### src/rtl/dnn_layer_pkg.sv
// dnn_layer_pkg: FSM states, activation modes, saturation and sigmoid LUT-index helpers
package dnn_layer_pkg;
  typedef enum logic [2:0] {IDLE, RD_A, RD_W, RD_B, ACC_B, ACT, LUT_WB, DONE} state_t;
  typedef enum logic [1:0] {ACT_ID = 2'b00, ACT_RELU = 2'b01, ACT_SIG = 2'b10} mode_t;
  function automatic logic signed [63:0] sat_val(input logic signed [63:0] x, input int w);
    logic signed [63:0] hi;
    logic signed [63:0] lo;
    hi = (64'sd1 <<< (w - 1)) - 64'sd1;
    lo = -hi - 64'sd1;
    return x > hi ? hi : x < lo ? lo : x;
  endfunction
  function automatic logic [31:0] lut_index(input logic signed [63:0] y, input int shift, input int depth);
    logic signed [63:0] t;
    t = (y >>> shift) + 64'(depth / 2);
    return t[63] ? '0 : t > 64'(depth - 1) ? 32'(depth - 1) : t[31:0];
  endfunction
endpackage

### src/rtl/dnn_layer_ctrl.sv
// dnn_layer_ctrl: layer FSM, i/j counters, memory address generation and datapath strobes
module dnn_layer_ctrl
  import dnn_layer_pkg::*;
#(
  parameter int N_IN = 400,
  parameter int N_OUT = 10,
  parameter int ADDR_WIDTH = 17,
  parameter logic [ADDR_WIDTH-1:0] ADDR_BASE_A = 17'h00000,
  parameter logic [ADDR_WIDTH-1:0] ADDR_BASE_W = 17'h00191,
  parameter logic [ADDR_WIDTH-1:0] ADDR_BASE_LUT = 17'h029BE,
  parameter int JW = 4,
  parameter int LW = 10
) (
  input  logic clk,
  input  logic rst,
  input  logic start,
  input  logic reset,
  input  logic [1:0] mode,
  input  logic [LW-1:0] lut_idx,
  output logic done,
  output logic busy,
  output logic [ADDR_WIDTH-1:0] mem_addr,
  output mode_t act_mode,
  output logic acc_clr,
  output logic acc_mul,
  output logic acc_bias,
  output logic a_load,
  output logic out_we,
  output logic out_clr,
  output logic [JW-1:0] out_sel
);
  localparam int IW = $clog2(N_IN + 1);
  localparam logic [IW-1:0] I_LAST = IW'(N_IN - 1);
  localparam logic [JW-1:0] J_LAST = JW'(N_OUT - 1);
  localparam logic [ADDR_WIDTH-1:0] ROW = ADDR_WIDTH'(N_IN + 1);
  state_t state;
  logic [IW-1:0] i;
  logic [JW-1:0] j;
  logic idle;
  logic [ADDR_WIDTH-1:0] row_base;
  always_comb begin
    idle = state == IDLE || state == DONE;
    row_base = ADDR_BASE_W + ADDR_WIDTH'(j) * ROW;
    mem_addr = state == RD_A ? ADDR_BASE_A + ADDR_WIDTH'(i) :
               state == RD_W ? row_base + ADDR_WIDTH'(i) :
               state == RD_B ? row_base + ADDR_WIDTH'(N_IN) :
               state == ACT && act_mode == ACT_SIG ? ADDR_BASE_LUT + ADDR_WIDTH'(lut_idx) : ADDR_BASE_A;
    acc_mul = (state == RD_A && i != '0) || state == RD_B;
    acc_bias = state == ACC_B;
    a_load = state == RD_W;
    acc_clr = reset || (idle && start) || state == ACT;
    out_we = (state == ACT && act_mode != ACT_SIG) || state == LUT_WB;
    out_clr = reset;
    out_sel = j;
  end
  always_ff @(posedge clk or posedge rst)
    if (rst) begin
      state <= IDLE;
      i <= '0;
      j <= '0;
      done <= 1'b0;
      busy <= 1'b0;
      act_mode <= ACT_ID;
    end else if (reset) begin
      state <= IDLE;
      i <= '0;
      j <= '0;
      done <= 1'b0;
      busy <= 1'b0;
      act_mode <= ACT_ID;
    end else
      case (state)
        IDLE, DONE:
          if (start) begin
            act_mode <= mode == 2'b01 ? ACT_RELU : mode == 2'b10 ? ACT_SIG : ACT_ID;
            i <= '0;
            j <= '0;
            done <= 1'b0;
            busy <= 1'b1;
            state <= RD_A;
          end
        RD_A: state <= RD_W;
        RD_W:
          if (i < I_LAST) begin
            i <= i + 1'b1;
            state <= RD_A;
          end else state <= RD_B;
        RD_B: state <= ACC_B;
        ACC_B: state <= ACT;
        default: begin
          i <= '0;
          if (state == ACT && act_mode == ACT_SIG) state <= LUT_WB;
          else if (j == J_LAST) begin
            state <= DONE;
            done <= 1'b1;
            busy <= 1'b0;
          end else begin
            j <= j + 1'b1;
            state <= RD_A;
          end
        end
      endcase
endmodule

### src/rtl/dnn_layer_datapath.sv
// dnn_layer_datapath: a_reg, MAC accumulator, saturation/activation, LUT index and neuron output registers
module dnn_layer_datapath
  import dnn_layer_pkg::*;
#(
  parameter int DATA_WIDTH = 16,
  parameter int FRAC_BITS = 8,
  parameter int N_IN = 400,
  parameter int N_OUT = 10,
  parameter int LUT_DEPTH = 1024,
  parameter int LUT_SHIFT = 2,
  parameter int JW = 4,
  parameter int LW = 10
) (
  input  logic clk,
  input  logic rst,
  input  logic signed [DATA_WIDTH-1:0] mem_data,
  input  mode_t act_mode,
  input  logic acc_clr,
  input  logic acc_mul,
  input  logic acc_bias,
  input  logic a_load,
  input  logic out_we,
  input  logic out_clr,
  input  logic [JW-1:0] out_sel,
  output logic [LW-1:0] lut_idx,
  output logic [N_OUT*DATA_WIDTH-1:0] out
);
  localparam int PW = 2 * DATA_WIDTH;
  localparam int ACC_W = PW + $clog2(N_IN + 1);
  logic signed [DATA_WIDTH-1:0] a_reg;
  logic signed [DATA_WIDTH-1:0] y;
  logic signed [DATA_WIDTH-1:0] wr_val;
  logic signed [PW-1:0] prod;
  logic signed [ACC_W-1:0] acc;
  logic signed [ACC_W-1:0] addend;
  logic signed [63:0] y64;
  always_comb begin
    prod = PW'(a_reg) * PW'(mem_data);
    addend = acc_mul ? ACC_W'(prod) : acc_bias ? ACC_W'(mem_data) <<< FRAC_BITS : '0;
    y64 = sat_val(64'(acc >>> FRAC_BITS), DATA_WIDTH);
    y = y64[DATA_WIDTH-1:0];
    lut_idx = LW'(lut_index(y64, LUT_SHIFT, LUT_DEPTH));
    wr_val = act_mode == ACT_SIG ? mem_data : act_mode == ACT_RELU && y[DATA_WIDTH-1] ? '0 : y;
  end
  always_ff @(posedge clk or posedge rst)
    if (rst) begin
      a_reg <= '0;
      acc <= '0;
      out <= '0;
    end else begin
      if (a_load) a_reg <= mem_data;
      acc <= acc_clr ? '0 : acc + addend;
      if (out_clr) out <= '0;
      else if (out_we)
        for (int k = 0; k < N_OUT; k++)
          if (out_sel == JW'(k)) out[k*DATA_WIDTH +: DATA_WIDTH] <= wr_val;
    end
endmodule

### src/rtl/dnn_dense_layer_engine.sv
// dnn_dense_layer_engine: fixed-point dense layer (MAC over one read port, identity/ReLU/LUT-sigmoid) wiring ctrl to datapath
module dnn_dense_layer_engine
  import dnn_layer_pkg::*;
#(
  parameter int DATA_WIDTH = 16,
  parameter int FRAC_BITS = 8,
  parameter int N_IN = 400,
  parameter int N_OUT = 10,
  parameter int ADDR_WIDTH = 17,
  parameter logic [ADDR_WIDTH-1:0] ADDR_BASE_A = 17'h00000,
  parameter logic [ADDR_WIDTH-1:0] ADDR_BASE_W = 17'h00191,
  parameter logic [ADDR_WIDTH-1:0] ADDR_BASE_LUT = 17'h029BE,
  parameter int LUT_DEPTH = 1024,
  parameter int LUT_SHIFT = 2
) (
  input  logic clk,
  input  logic rst,
  input  logic start,
  input  logic reset,
  input  logic [1:0] mode,
  output logic done,
  output logic busy,
  output logic [ADDR_WIDTH-1:0] mem_addr,
  input  logic signed [DATA_WIDTH-1:0] mem_data,
  output logic [N_OUT*DATA_WIDTH-1:0] out
);
  localparam int JW = $clog2(N_OUT + 1);
  localparam int LW = $clog2(LUT_DEPTH);
  mode_t act_mode;
  logic acc_clr;
  logic acc_mul;
  logic acc_bias;
  logic a_load;
  logic out_we;
  logic out_clr;
  logic [JW-1:0] out_sel;
  logic [LW-1:0] lut_idx;
  dnn_layer_ctrl #(
    .N_IN(N_IN), .N_OUT(N_OUT), .ADDR_WIDTH(ADDR_WIDTH), .ADDR_BASE_A(ADDR_BASE_A),
    .ADDR_BASE_W(ADDR_BASE_W), .ADDR_BASE_LUT(ADDR_BASE_LUT), .JW(JW), .LW(LW)
  ) u_ctrl (
    .clk(clk), .rst(rst), .start(start), .reset(reset), .mode(mode), .lut_idx(lut_idx),
    .done(done), .busy(busy), .mem_addr(mem_addr), .act_mode(act_mode), .acc_clr(acc_clr),
    .acc_mul(acc_mul), .acc_bias(acc_bias), .a_load(a_load), .out_we(out_we),
    .out_clr(out_clr), .out_sel(out_sel)
  );
  dnn_layer_datapath #(
    .DATA_WIDTH(DATA_WIDTH), .FRAC_BITS(FRAC_BITS), .N_IN(N_IN), .N_OUT(N_OUT),
    .LUT_DEPTH(LUT_DEPTH), .LUT_SHIFT(LUT_SHIFT), .JW(JW), .LW(LW)
  ) u_dp (
    .clk(clk), .rst(rst), .mem_data(mem_data), .act_mode(act_mode), .acc_clr(acc_clr),
    .acc_mul(acc_mul), .acc_bias(acc_bias), .a_load(a_load), .out_we(out_we),
    .out_clr(out_clr), .out_sel(out_sel), .lut_idx(lut_idx), .out(out)
  );
endmodule

### config.mk
export PLATFORM = sky130hd
export DESIGN_NAME = dnn_dense_layer_engine
export DESIGN_NICKNAME = d
export VERILOG_FILES = /design/src/rtl/dnn_layer_pkg.sv /design/src/rtl/dnn_layer_ctrl.sv /design/src/rtl/dnn_layer_datapath.sv /design/src/rtl/dnn_dense_layer_engine.sv
export SDC_FILE = /design/constraint.sdc
export NUM_CORES = 1
export LEC_CHECK = 0
export CAP_MARGIN = 15
export CORE_UTILIZATION = 33
export DETAILED_ROUTE_END_ITERATION = 8
export HOLD_SLACK_MARGIN = 0.1
export REMOVE_ABC_BUFFERS = 1
export SYNTH_ARGS = -nofsm -noshare
export SYNTH_HDL_FRONTEND = slang
export SYNTH_SLANG_ARGS = --single-unit
### constraint.sdc
create_clock -name clk -period 8 [get_ports clk]
set_clock_uncertainty 0.05 [all_clocks]
set_input_delay 2 -clock clk [delete_from_list [all_inputs] [get_ports clk]]
set_output_delay 2 -clock clk [all_outputs]
set_load 0.01 [all_outputs]
* Yosys cells after proc, flatten, opt, wreduce, memory -nomap -nowiden
Cells that the tools add are included. W data, S select, Z words.
Storage, ports and cells: bits in registers 237, output and inout bits 179, logic and storage cells 158, input port bits 22
Operators by class: order comparisons 4, multiply operators 2, multiplexer cells 55, equal/unequal tests 27, reductions and logical operators 44, $add $sub $neg 8
Operators with widths (count):
- $mux W160 | 2
- $mux W16 | 12
- $mux W64 | 2
- $mux W41 | 3
- $mux W17 | 4
- $add A62 B11 Y63 const B | 1
- $gt A63 B11 Y1 const B | 1
- $add A41 B41 Y41 | 1
- $gt A33 B16 Y1 const B | 1
- $lt A33 B16 Y1 const B | 1
- $mul A16 B16 Y32 | 1
- $mux W9 | 3
- $pmux W9 S3 | 1
- $reduce_bool A2 Y1 | 13
- $reduce_and A2 Y1 | 11
- $mux W10 | 2
- $add A17 B9 Y17 | 1
- $add A17 B9 Y17 const B | 1
- $eq A4 B3 Y1 const B | 4
- $mux W4 | 4
- $add A14 B10 Y15 const A | 1
- $pmux W3 S5 | 1
- $add A9 B13 Y14 const A | 1
- $mul A4 B9 Y13 const B | 1
- other kinds (31) | 67

* Longest topological paths before layout
Gate-level depths: netlist (run 1).
depth after elaboration 12, depth in mapped cells 36, depth with buffers taken out 34

* Modules after synthesis
A second synthesis (run 1) with hierarchy kept.
Unflattened totals: cells, all modules 2684, area, all modules 24397.1 um^2
Modules (own cells, without submodules):
- dnn_layer_datapath | times used 1, sequential area each 5430.2 um^2, area an instance 21709.6 um^2, cells an instance 2336
- dnn_layer_ctrl | times used 1, sequential area each 500.5 um^2, area an instance 2687.6 um^2, cells an instance 348

* Worst setup path after synthesis (run 1)
No wires, ideal clock.
path kind input -> register, start point in mem_data[3], end point reg u_dp.acc[40], arrival time 10.006 ns, setup time 0.132 ns, slack -2.188 ns, path buffers 2, cell stages on the path 31, required time 7.818 ns, path through clkbuf_1 -> clkbuf_1 -> nand2_1 -> fa_1 -> fa_1 -> fa_1 -> fa_1 -> inv_1 -> fa_1 -> inv_1 -> fa_1 -> inv_1 -> ha_1 -> a21o_1 -> a2111oi_0 -> o21a_1 -> o31ai_1 -> a21oi_1 -> o211ai_1 -> and3_1 -> nor3_1 -> ha_1 -> a21oi_1 -> o31ai_1 -> a21oi_1 -> o21bai_1 -> or3_1 -> o211a_1 -> a211oi_1 -> xor2_1 -> nor2_1
On the way: cells in the longest elaborated chain, start to end 4, elaborated cells between the ends (all ways) 5, classes of those cells 1 x add/sub; 1 x mul; 3 x mux
RTL lines:
- start: declaration | RTL line dnn_dense_layer_engine.sv:24 | input logic signed [DATA_WIDTH-1:0] mem_data,
- $mul A16 B16 Y32 / $mux W41 (equally long branches) | RTL line dnn_layer_datapath.sv:38, dnn_layer_datapath.sv:39
- $mux W41 (*) | RTL line dnn_layer_datapath.sv:39 | addend = acc_mul ? ACC_W'(prod) : acc_bias ? ACC_W'(mem_data) <<< FRAC_BITS : '0;
- $add A41 B41 Y41 (*) | RTL line dnn_layer_datapath.sv:52 | acc <= acc_clr ? '0 : acc + addend;
- $mux W41 (*) | RTL line dnn_layer_datapath.sv:52
- end signal: assignment | RTL line dnn_layer_datapath.sv:52
- end: declaration | RTL line dnn_layer_datapath.sv:34 | logic signed [ACC_W-1:0] acc;
Mark *: on every way between the ends. The rest lies on a longest branch, timed or not. A chain may end at the register's enable or synchronous reset.

* Final worst setup path (run 1)
start point in mem_data[15], end point reg u_dp.acc[40]
The elaborated chain is that of the path after synthesis.

==> summary.md, run 1 <==
The tools report the final number of setup-violating endpoints as 25. The part of the cycle the worst path needs was 115%. Across the run, the number of max-cap violations was 0. The routability congestion estimate from global placement was 0.903. The post-route netlist has 23.1% of its cells at a drive strength greater than 1. The area growth from synthesis to layout was 33.9%; the relative max-transition margin was 22.5%.

After detailed routing, the number of vias per cell comes to 4.99. The proportion of synthesized flip-flops having asynchronous set or reset was 100%. In this run the remaining antenna-violating nets after routing total 0.

The commonest cells after synthesis are nand2_1, inv_1, fa_1. The placement-stage worst setup slack is -2.72 ns. Of the post-synthesis cell area, the dominant cell type holds 25.1%. Of all cell types, the one taking the most synthesized area is dfrtp_1. The number of placed cells counting well taps was 3970. Pin placement for this block handled 201 I/O pins. The longest clock path from root to sink contains 3 buffers. The number of failing hold endpoints at the final stage is 0. The final reports fail on negative setup slack. The logs give 0.109 GHz for the achievable frequency and 5930 um^2 for the register cell area after layout.

The maximum single-stage delay on the critical path works out to 0.57 ns. The cell sitting at the root of the clock tree is a clkbuf_16. STA classifies the critical path startpoint as a primary input.

Entering global routing, the biggest net connects 93 pins. Buffers inserted during clock tree synthesis total 29. For the worst setup path, the data required time is 8.37 ns.

After synthesis the netlist holds a flip-flop and latch count of 237. The tools report the count of warnings emitted by yosys as 0. Overall routing resource usage: 20.5%. STA classifies the critical path endpoint as a register. The register with the most flip-flops in the layout has 160 of them. The logs give 0.423 ns for the final-layout worst hold slack and 237 for the CTS sink count. The tools report the detailed-router iteration count before antenna repair as 5. The classification of the worst setup path is in -> reg. In this design, the critical path's most frequently occurring cell is fa_1. The die covers 72800 um^2.

The first global-routing pass estimated 119 mm of wire. The net total in the final layout came out at 3574. For the post-synthesis instance area, the log shows 23700 um^2. The tools report the layout filler cell count as 6661. The average wire length per cell after detail routing was 18.0 um; the number of flops mapped to enable cells by yosys was 0.

The floorplan has 97 rows. The setup TNS after final layout is -17.70 ns. Synthesized netlist cell count: 2612.

The highest fanout seen on the critical path came out at 5. In this run, distinct cell masters in the synthesized netlist total 82. For this block, the initial DRC count from the detailed router was 1304. Dividing the synthesized area by the synthesized cell count gives 9.06 um^2.

For the sum of overflow across all layers after global routing, the log shows 0. Wires add up to 73.3 mm. For the worst-skew pair, the clock arrives at the later sink with an insertion delay of 0.57 ns. Setup repair after global routing could not meet its margin everywhere.

The number of global-route vias before repair came out at 21300. The routed layout has 20400 vias. Buffers placed on the I/O ports in this run total 198. The most used flip-flop cell after synthesis is dfrtp_1. The DRC violations left was 0. The slowest stage of the critical path belongs to the cell fa_1. The hold buffer count at CTS is 0, and the actual slew at the worst max-slew pin is 1.16 ns.

The floorplan step set the die width to 270 um. For the number of inserted diodes, the log shows 0. TritonCTS built the clock tree. The vertical extent of the die is 270 um, and the core box area is 70500 um^2. The flow ran to the end, but the final reports show violations. By instance count, the leading cell after synthesis is nand2_1. The time the final worst path needs with I/O delays and setup works out to 9.18 ns.

The number of pins exceeding their max-slew limit in the final report is 0, and the starting density of the core is 33.6%. Yosys attributes the largest share of cell area to dfrtp_1, fa_1, ha_1, nand2_1, inv_1. Leaving out filler cells and counting taps, the final layout contains 4082. The worst hold path belongs to the class reg -> reg. The tools report the final worst slack as -1.18 ns. Data arrives at the worst endpoint at 9.55 ns. The clock transition at the registers of the reported paths works out to 0.06 ns.

The logs give 25.1% for the portion of the post-synthesis area used by sequential elements and 17100 um^2 for the area of the multi-input gates. The logs give 1 for the H-tree depth and 0 for the number of antenna violations at the first check in global routing. The run gives 56.5 mm as the detailed-placement wirelength estimate.
[cells in the final DEF (no fill, tap or decap), types with 21 or more instances in the layout]
| cell | Yosys | final |
|---|---|---|
| ha_4 | 0 | 21 |
| xor2_1 | 43 | 41 |
| nand2_1 | 374 | 367 |
| xnor2_1 | 60 | 52 |
| clkdlybuf4s50_1 | 0 | 178 |
| mux2_2 | 46 | 46 |
| a21oi_2 | 1 | 31 |
| fa_1 | 264 | 254 |
| dfrtp_1 | 237 | 237 |
| and2_1 | 132 | 120 |
| nor2_1 | 128 | 122 |
| a21o_1 | 43 | 42 |
| o31ai_1 | 53 | 47 |
| buf_4 | 3 | 335 |
| a21oi_1 | 112 | 79 |
| nor3_1 | 29 | 26 |
| clkbuf_16 | 0 | 29 |
| inv_1 | 365 | 346 |
| o21ai_0 | 139 | 113 |
| buf_6 | 1 | 46 |
| nand3_1 | 31 | 28 |
| ha_1 | 168 | 139 |
[worst paths after layout]
| kind | from | endpoint | slack, ns | cells after the start |
|---|---|---|---|---|
| worst min-delay path | u_dp.out[156] | u_dp.out[156] | 0.42 | 2 |
| worst max register to register | u_dp.a_reg[9] | u_dp.acc[40] | -0.22 | 31 |
| worst min register to register | u_dp.out[156] | u_dp.out[156] | 0.42 | 2 |
| max in group asynchronous | rst | u_ctrl.i[0] | 4.69 | 3 |
| worst max-delay path | mem_data[15] | u_dp.acc[40] | -1.18 | 33 |
| min in group asynchronous | rst | u_dp.out[15] | 1.93 | 2 |
[worst max-delay path, delay by kind of cell]
| kind | cells | cell delay (ns) |
|---|---|---|
| buffers and inverters | 7 | 0.91 |
| adder cells (fa/ha/maj) | 8 | 3.56 |
| XOR/XNOR | 1 | 0.18 |
| AND/OR/NAND/NOR | 6 | 1.21 |
| AO/OA/AOI/OAI | 11 | 1.67 |
[what timing repair did]
item,in CTS,in global routing
setup endpoints to repair,35,34
buffers inserted,40,22
resized for setup,289,89
pin swaps,191,120
[metal layers]
metal | part of all wire (%) | wire, um | GRT usage, % | vias to the layer above
met5 | 0 | 0 | 0 | -
met3 | 3.3 | 2440 | 1.54 | 120
met4 | 3.4 | 2490 | 6.13 | 0
met1 | 43 | 31500 | 26.4 | 10200
met2 | 50 | 36900 | 36.3 | 424
li1 | - | - | - | 9591
[cell type report]
class	instances	area share, %
inverter	368	4.38
sequential	237	18.7
clock inverter	16	0.434
clock buffer	37	2.48
tap	940	3.71
timing repair buffer	588	16.2
multi-input combinational	1896	54.1
[cells by family (layout without fill, tap and decap cells)]
| kind of cell | count (synthesis) | after routing | synth area share [%] |
|---|---|---|---|
| AND/OR/NAND/NOR | 811 | 811 | 16.2 |
| AO/OA/AOI/OAI | 497 | 497 | 13.6 |
| buffers and inverters | 480 | 1009 | 7.71 |
| adder cells (fa/ha/maj) | 432 | 432 | 31.2 |
| flip-flops | 237 | 237 | 25.1 |
| XOR/XNOR | 103 | 103 | 3.81 |
| multiplexers | 51 | 51 | 2.40 |
| other | 1 | 2 | 0.0158 |
[through the flow]
| step | instance area, um^2 | utilization, % |
|---|---|---|
| after global placement | 29100 | 41.2 |
| final | 31700 | 45.0 |
| after global routing | 31700 | 45.0 |
| after detailed placement | 29100 | 41.2 |
| after floorplan | 23200 | - |
| after CTS | 31200 | 44.2 |
Power of run 1 is left out: the tool's default activity adds up to more than one toggle a clock period on the data nets, which glitch-free logic cannot reach.
==> run 2, diff against run 1 <==
--- a/config.mk
+++ b/config.mk
@@ -6,10 +6,12 @@
 export NUM_CORES = 1
 export LEC_CHECK = 0
 export CAP_MARGIN = 15
+export CORE_MARGIN = 2
 export CORE_UTILIZATION = 33
 export DETAILED_ROUTE_END_ITERATION = 8
 export HOLD_SLACK_MARGIN = 0.1
 export REMOVE_ABC_BUFFERS = 1
+export SKIP_CTS_REPAIR_TIMING = 1
 export SYNTH_ARGS = -nofsm -noshare
 export SYNTH_HDL_FRONTEND = slang
 export SYNTH_SLANG_ARGS = --single-unit
==> run 2 against run 1 <==
Net effect:
- worst hold slack hardly changed
- worst setup slack worse by 0.031 ns
- the run still ends with negative setup slack left
- final cell count is 0.20% higher
- wire length is 0.47% higher
- sequential share of layout area hardly changed
- count of clock-buffer cells in the layout stayed put
- cell area hardly changed
- non-clock buffer count is 2 higher
- maximum frequency is 0.33% lower
- die area is 1.5% higher
- via count is 0.28% lower
==> summary.md, run 2 (synthesized netlist as in run 1, its figures left out) <==
The run gives 237 (unchanged) as the CTS sink count. The core box area was 71200 um^2 (+1.0%); the average wire length per cell after detail routing was 18.0 um (+0.28%). The achievable frequency was 0.109 GHz (-0.33%); the number of I/O pins was 201 (unchanged). The number of max-cap violations is 0 (unchanged), and the part of the cycle the worst path needs is 115% (+0.39 points).

The logs give 7 (+2) for the detailed-router iteration count before antenna repair and 0 (unchanged) for the number of failing hold endpoints at the final stage. The run gives 3576 (+0.056%) as the net total in the final layout. The tools report the number of placed cells counting well taps as 3991 (+0.53%).

The logs give 0 (unchanged) for the count of nets left with antenna violations after detail routing and 73900 um^2 (+1.5%) for the die area. In the layout the commonest cells are nand2_1, buf_4, inv_1, fa_1, dfrtp_1. The overall routing resource usage came out at 19.7% (-0.79 points). The logs give 56.7 mm (+0.26%) for the detailed-placement wirelength estimate and -1.21 ns (-0.0308 ns) for the final worst slack. Sum of overflow across all layers after global routing: 0 (unchanged).

The kind of path behind the tightest hold check is reg -> reg. The H-tree depth was 1 (unchanged); the actual slew at the worst max-slew pin was 1.14 ns (-0.0239 ns). The library cell used most frequently in the layout, excluding fill and tap cells, is nand2_1. For the starting density of the core, the log shows 33.2% (-0.34 points). The run gives 20300 (-0.28%) as the via total after detailed routing. The checks that failed: negative setup slack.

The logs give 0 (unchanged) for the number of antenna violations at the first check in global routing and 98 (+1.0%) for the placement row count. The highest fanout seen on the critical path is 5 (unchanged), and the number of buffers created by CTS is 29 (unchanged). For the number of global-route vias before repair, the log shows 20700 (-2.8%). The maximum single-stage delay on the critical path was 0.53 ns (-0.04 ns).

The share of cells above drive strength 1 was 23.0% (-0.18 points); the time the final worst path needs with I/O delays and setup was 9.21 ns (+0.0308 ns). The DRC violations left was 0 (unchanged). Setup repair after global routing could not meet its margin everywhere. The number of buffers added on ports works out to 198 (unchanged). The per-cell via count in the routed design works out to 4.97 (-0.47%). The vertical extent of the die works out to 272 um (+0.74%).

The count of placed standard cells in the final layout, fillers left out was 4090 (+0.20%); the buffer levels on the longest clock path was 3 (unchanged). TritonCTS built the clock tree. The worst setup path is captured at a register. The die boundary width was 272 um (+0.74%); the relative max-transition margin was 24.1% (+1.6 points). The clock transition at the registers of the reported paths works out to 0.06 ns (about the same). Post-detailed-routing wire length: 73.7 mm (+0.47%).

The flow ran to the end, but the final reports show violations. The first-pass GRT wire length came out at 116 mm (-2.9%). The tools report the worst endpoint required time as 8.38 ns (about the same).

The startpoint kind of the worst setup timing path is a primary input. The slowest stage cell on the critical path is fa_1. Classification of the worst setup path: in -> reg. The area growth from synthesis to layout is 34.0% (about the same), and the number of flip-flops under the largest register name is 160 (unchanged).

The root buffer cell chosen for the clock tree is clkbuf_16. The tools report the number of inserted diodes as 0 (unchanged). The final number of setup-violating endpoints came out at 26 (+4.0%). The dominant cell type by count on the critical path is fa_1. The routability congestion estimate from global placement is 0.871 (-3.6%), and the endpoint arrival time on the critical path is 9.59 ns (+0.04 ns). The largest net degree at the start of global routing was 115 (+24%).

For the count of routing violations after the opening detailed-route iteration, the log shows 1316 (+0.92%). The run gives 0 (unchanged) as the number of pins exceeding their max-slew limit in the final report. Layout filler cell count: 6847 (+2.8%).

For the clock network latency to the later pin of the worst-skew pair, the log shows 0.57 ns (about the same).
[run 2: worst paths after layout]
| check | from | end | slack, ns | cells after the start |
|---|---|---|---|---|
| max reg2reg | u_dp.a_reg[3] | u_dp.acc[40] | -0.30 | 36 |
| min in group asynchronous | rst | u_dp.out[136] | 1.91 | 2 |
| min reg2reg | u_dp.out[83] | u_dp.out[83] | 0.42 | 2 |
| max | mem_data[6] | u_dp.acc[40] | -1.21 | 34 |
| max in group asynchronous | rst | u_dp.out[97] | 4.55 | 3 |
| min | u_dp.out[83] | u_dp.out[83] | 0.42 | 2 |
[run 2: cell type report]
type,count,area (um^2),area share [%]
timing repair buffer,590,5150,16.2
multi-input combinational,1896,17100,53.8
tap,950,1190,3.75
sequential,237,5930,18.7
inverter,368,1390,4.39
clock buffer,37,816,2.57
clock inverter,12,183,0.576
[run 2: layer usage]
layer / global-route usage [%] / wire length, um / vias up
met5: 0 / 0 / -
li1: - / - / 9569
met2: 34.0 / 36300 / 504
met3: 1.68 / 3250 / 150
met1: 25.7 / 30800 / 10100
met4: 7.22 / 3290 / 0
[run 2: critical path: cells and delay by family]
kind / cells / cell delay (ns)
AO/OA/AOI/OAI: 11 / 2.04
XOR/XNOR: 2 / 0.31
adder cells (fa/ha/maj): 8 / 3.65
buffers and inverters: 7 / 0.60
AND/OR/NAND/NOR: 6 / 1.01
[run 2: per-stage QoR]
stage          utilization, %  TNS, ns  setup WS [ns]  hold slack [ns]  instance area, um^2
2_1_floorplan               -  -155.16          -1.86            0.448                23200
3_3_place_gp             40.9   -57.59          -2.63            0.408                29100
3_5_place_dp             40.9   -60.05          -2.75            0.411                29100
4_1_cts                  42.3   -44.39          -2.16            0.427                30100
5_1_grt                  44.5   -28.19          -1.55            0.441                31700
6_report                 44.5   -20.08          -1.21            0.423                31700
Power of run 2 is left out for the same reason.
==> run 3, diff against run 2 <==
--- a/config.mk
+++ b/config.mk
@@ -8,10 +8,12 @@
 export CAP_MARGIN = 15
 export CORE_MARGIN = 2
 export CORE_UTILIZATION = 33
+export CTS_BUF_LIST = sky130_fd_sc_hd__clkbuf_4 sky130_fd_sc_hd__clkbuf_8
 export DETAILED_ROUTE_END_ITERATION = 8
 export HOLD_SLACK_MARGIN = 0.1
 export REMOVE_ABC_BUFFERS = 1
 export SKIP_CTS_REPAIR_TIMING = 1
+export SLEW_MARGIN = 10
 export SYNTH_ARGS = -nofsm -noshare
 export SYNTH_HDL_FRONTEND = slang
 export SYNTH_SLANG_ARGS = --single-unit
==> run 3 against run 2 <==
Net effect:
- the flow still finishes with violations (negative setup slack)
- wire length about the same
- maximum frequency is 0.45% higher
- critical path depth did not move
- worst setup slack better by 0.042 ns
- register-to-register slack better by 0.02 ns
- via count grew 0.36%
- worst hold slack got worse by 0.00072 ns
- sequential cell count is the same
- first-iteration DRC count decreased by 8.4%
- global-route usage rose by 0.20 points
- core utilization fell by 0.098 points
- largest cell class unchanged
- highest routed layer unchanged
==> summary.md, run 3 (synthesized netlist as in run 1, its figures left out) <==
The die area was 73900 um^2 (unchanged); the per-cell via count in the routed design was 4.95 (-0.37%). Launching point of the worst reg2reg path: u_dp.a_reg[3]. The number of placed cells counting well taps came out at 3991 (unchanged). On the critical path, the stage with the largest delay is an instance of fa_1. The number of I/O pins is 201 (unchanged).

The tools report the routability congestion estimate from global placement as 0.871 (unchanged). The number of failing hold endpoints at the final stage came out at 0 (unchanged). The CTS sink count was 237 (unchanged).

The run gives 98 (unchanged) as the placement row count. Setup repair after global routing could not meet its margin everywhere. The number of pins exceeding their max-slew limit in the final report is 0 (unchanged), and the achievable frequency is 0.109 GHz (+0.45%). The average wire length per cell after detail routing was 17.9 um (-0.76%).

For the number of buffers created by CTS, the log shows 47 (+62%). The tools report the relative max-transition margin as 21.7% (-2.4 points). The logs give 19.9% (+0.20 points) for the overall routing resource usage and 17000 um^2 (-0.30%) for the area of the multi-input gates. The maximum single-stage delay on the critical path works out to 0.53 ns (about the same). The tools report the worst endpoint required time as 8.43 ns (+0.05 ns). The setup path with the least slack is of type in -> reg. The register cell area after layout came out at 5930 um^2 (unchanged). TritonCTS built the clock tree. The first-pass GRT wire length is 116 mm (+0.61%), and the clock network latency to the later pin of the worst-skew pair is 0.62 ns (+0.05 ns). The source of the worst hold timing path was u_dp.out[95].

Worst reg-to-reg path cell count: 36 (unchanged). The part of the cycle the worst path needs was 115% (-0.52 points). The via total after detailed routing was 20400 (+0.36%); the H-tree depth was 2 (+1). The final reports fail on negative setup slack. The flow ran to the end, but the final reports show violations. Following the worst setup path forward leads to its endpoint at u_dp.acc[40]. The number of buffers added on ports is 198 (unchanged). The area growth from synthesis to layout is 33.7%. Number of global-route vias before repair: 20900 (+1.0%). The vertical extent of the die is 272 um (unchanged). The tools report the core box area as 71200 um^2 (unchanged).

The layout filler cell count was 6868 (+0.31%); the clock transition at the registers of the reported paths was 0.06 ns (about the same). The number of flip-flops under the largest register name was 160 (unchanged); the starting density of the core was 33.2% (unchanged). The final-layout worst hold slack is 0.422 ns (-0.000719 ns), and the count of routing violations after the opening detailed-route iteration is 1205 (-8.4%).

The tools report the endpoint of the lowest-slack register-to-register path as u_dp.acc[40]. The final standard cell utilization of the core was 44.4% (-0.098 points). The logs give 0 (unchanged) for the sum of overflow across all layers after global routing and 26 (unchanged) for the final number of setup-violating endpoints. The time the final worst path needs with I/O delays and setup works out to 9.17 ns (-0.0417 ns). The path class of the tightest hold or removal check is reg -> reg. The tools report the detailed-placement wirelength estimate as 56.7 mm (unchanged).

The tools report the DRC violations left as 0 (unchanged). The post-detailed-routing wire length is 73.6 mm (about the same). The logs give 0 (unchanged) for the number of antenna violations at the first check in global routing and 3587 (+0.31%) for the net total in the final layout. The actual slew at the worst max-slew pin was 1.17 ns (+0.0356 ns). The highest fanout seen on the critical path was 6 (+1); the number of max-cap violations was 0 (unchanged). The die boundary width was 272 um (unchanged); the share of cells above drive strength 1 was 23.6% (+0.61 points).

In the layout the commonest cells are nand2_1, inv_1, buf_4, fa_1, dfrtp_1. The library cell used most frequently in the layout, excluding fill and tap cells, is nand2_1. The tools report the count of nets left with antenna violations after detail routing as 0 (unchanged).

The detailed-router iteration count before antenna repair was 5 (-2). The run gives -0.28 ns (+0.02 ns) as the worst-case register-to-register setup slack. The final worst slack is -1.17 ns (+0.0417 ns), and the worst hold path cell count is 2 (unchanged). The dominant cell type by count on the critical path is fa_1.

Source of the critical timing path: mem_data[5]. The tools report the count of placed standard cells in the final layout, fillers left out as 4120 (+0.73%). STA classifies the critical path endpoint as a register.

Root buffer cell: clkbuf_8. Buffer levels on the longest clock path: 3 (unchanged). The startpoint kind of the worst setup timing path was a primary input.

The largest net degree at the start of global routing is 115 (unchanged), and the endpoint arrival time on the critical path is 9.60 ns (about the same).
run 3: changes by cell type in the layout (fill, tap and decap cells not counted), sizes merged:
cell | before | now
clkbuf | 43 | 79
clkinvlp | 3 | 2
clkinv | 4 | 10
diode | 0 | 1
buf | 401 | 394
inv | 369 | 367
bufinv | 4 | 1
run 3: stage by stage:
step                TNS [ns]  setup slack (ns)  instance area (um^2)
finish                -18.78             -1.17                 31600
detailed placement    -60.05             -2.75                 29100
global placement      -57.59             -2.63                 29100
floorplan            -155.16             -1.86                 23200
global route          -26.48             -1.48                 31600
CTS                   -42.59             -2.09                 30200
run 3: how the worst min path moves through the flow:
stage | to
floorplan | u_ctrl.act_mode[0]
detailed placement | u_dp.out[144]
global route | u_dp.out[63]
finish | u_dp.out[95]
global placement | u_dp.out[108]
CTS | u_dp.out[144]
run 3: final cells by class:
cell class / count / share of cell area, %
tap: 950 / 3.76
clock inverter: 12 / 0.332
inverter: 368 / 4.40
timing repair buffer: 583 / 16.1
clock buffer: 73 / 2.96
antenna: 1 / 0.00791
sequential: 237 / 18.7
multi-input combinational: 1896 / 53.7
run 3: worst max-delay path: cells and delay by family:
| family | cells | cell delay [ns] |
|---|---|---|
| compound gates | 11 | 2.04 |
| xor+xnor | 2 | 0.31 |
| fa+ha+maj | 8 | 3.61 |
| buf+inv | 7 | 0.64 |
| simple gates | 6 | 1.00 |
run 3: routing by layer:
metal	up-vias	track usage [%]	share of wire [%]	wire (um)
met3	158	2.49	4.7	3470
li1	9621	-	-	-
met4	0	7.63	4.5	3300
met5	-	0	0	0
met1	10100	25.7	42	30800
met2	536	33.9	49	36000
Power of run 3 is left out for the same reason.
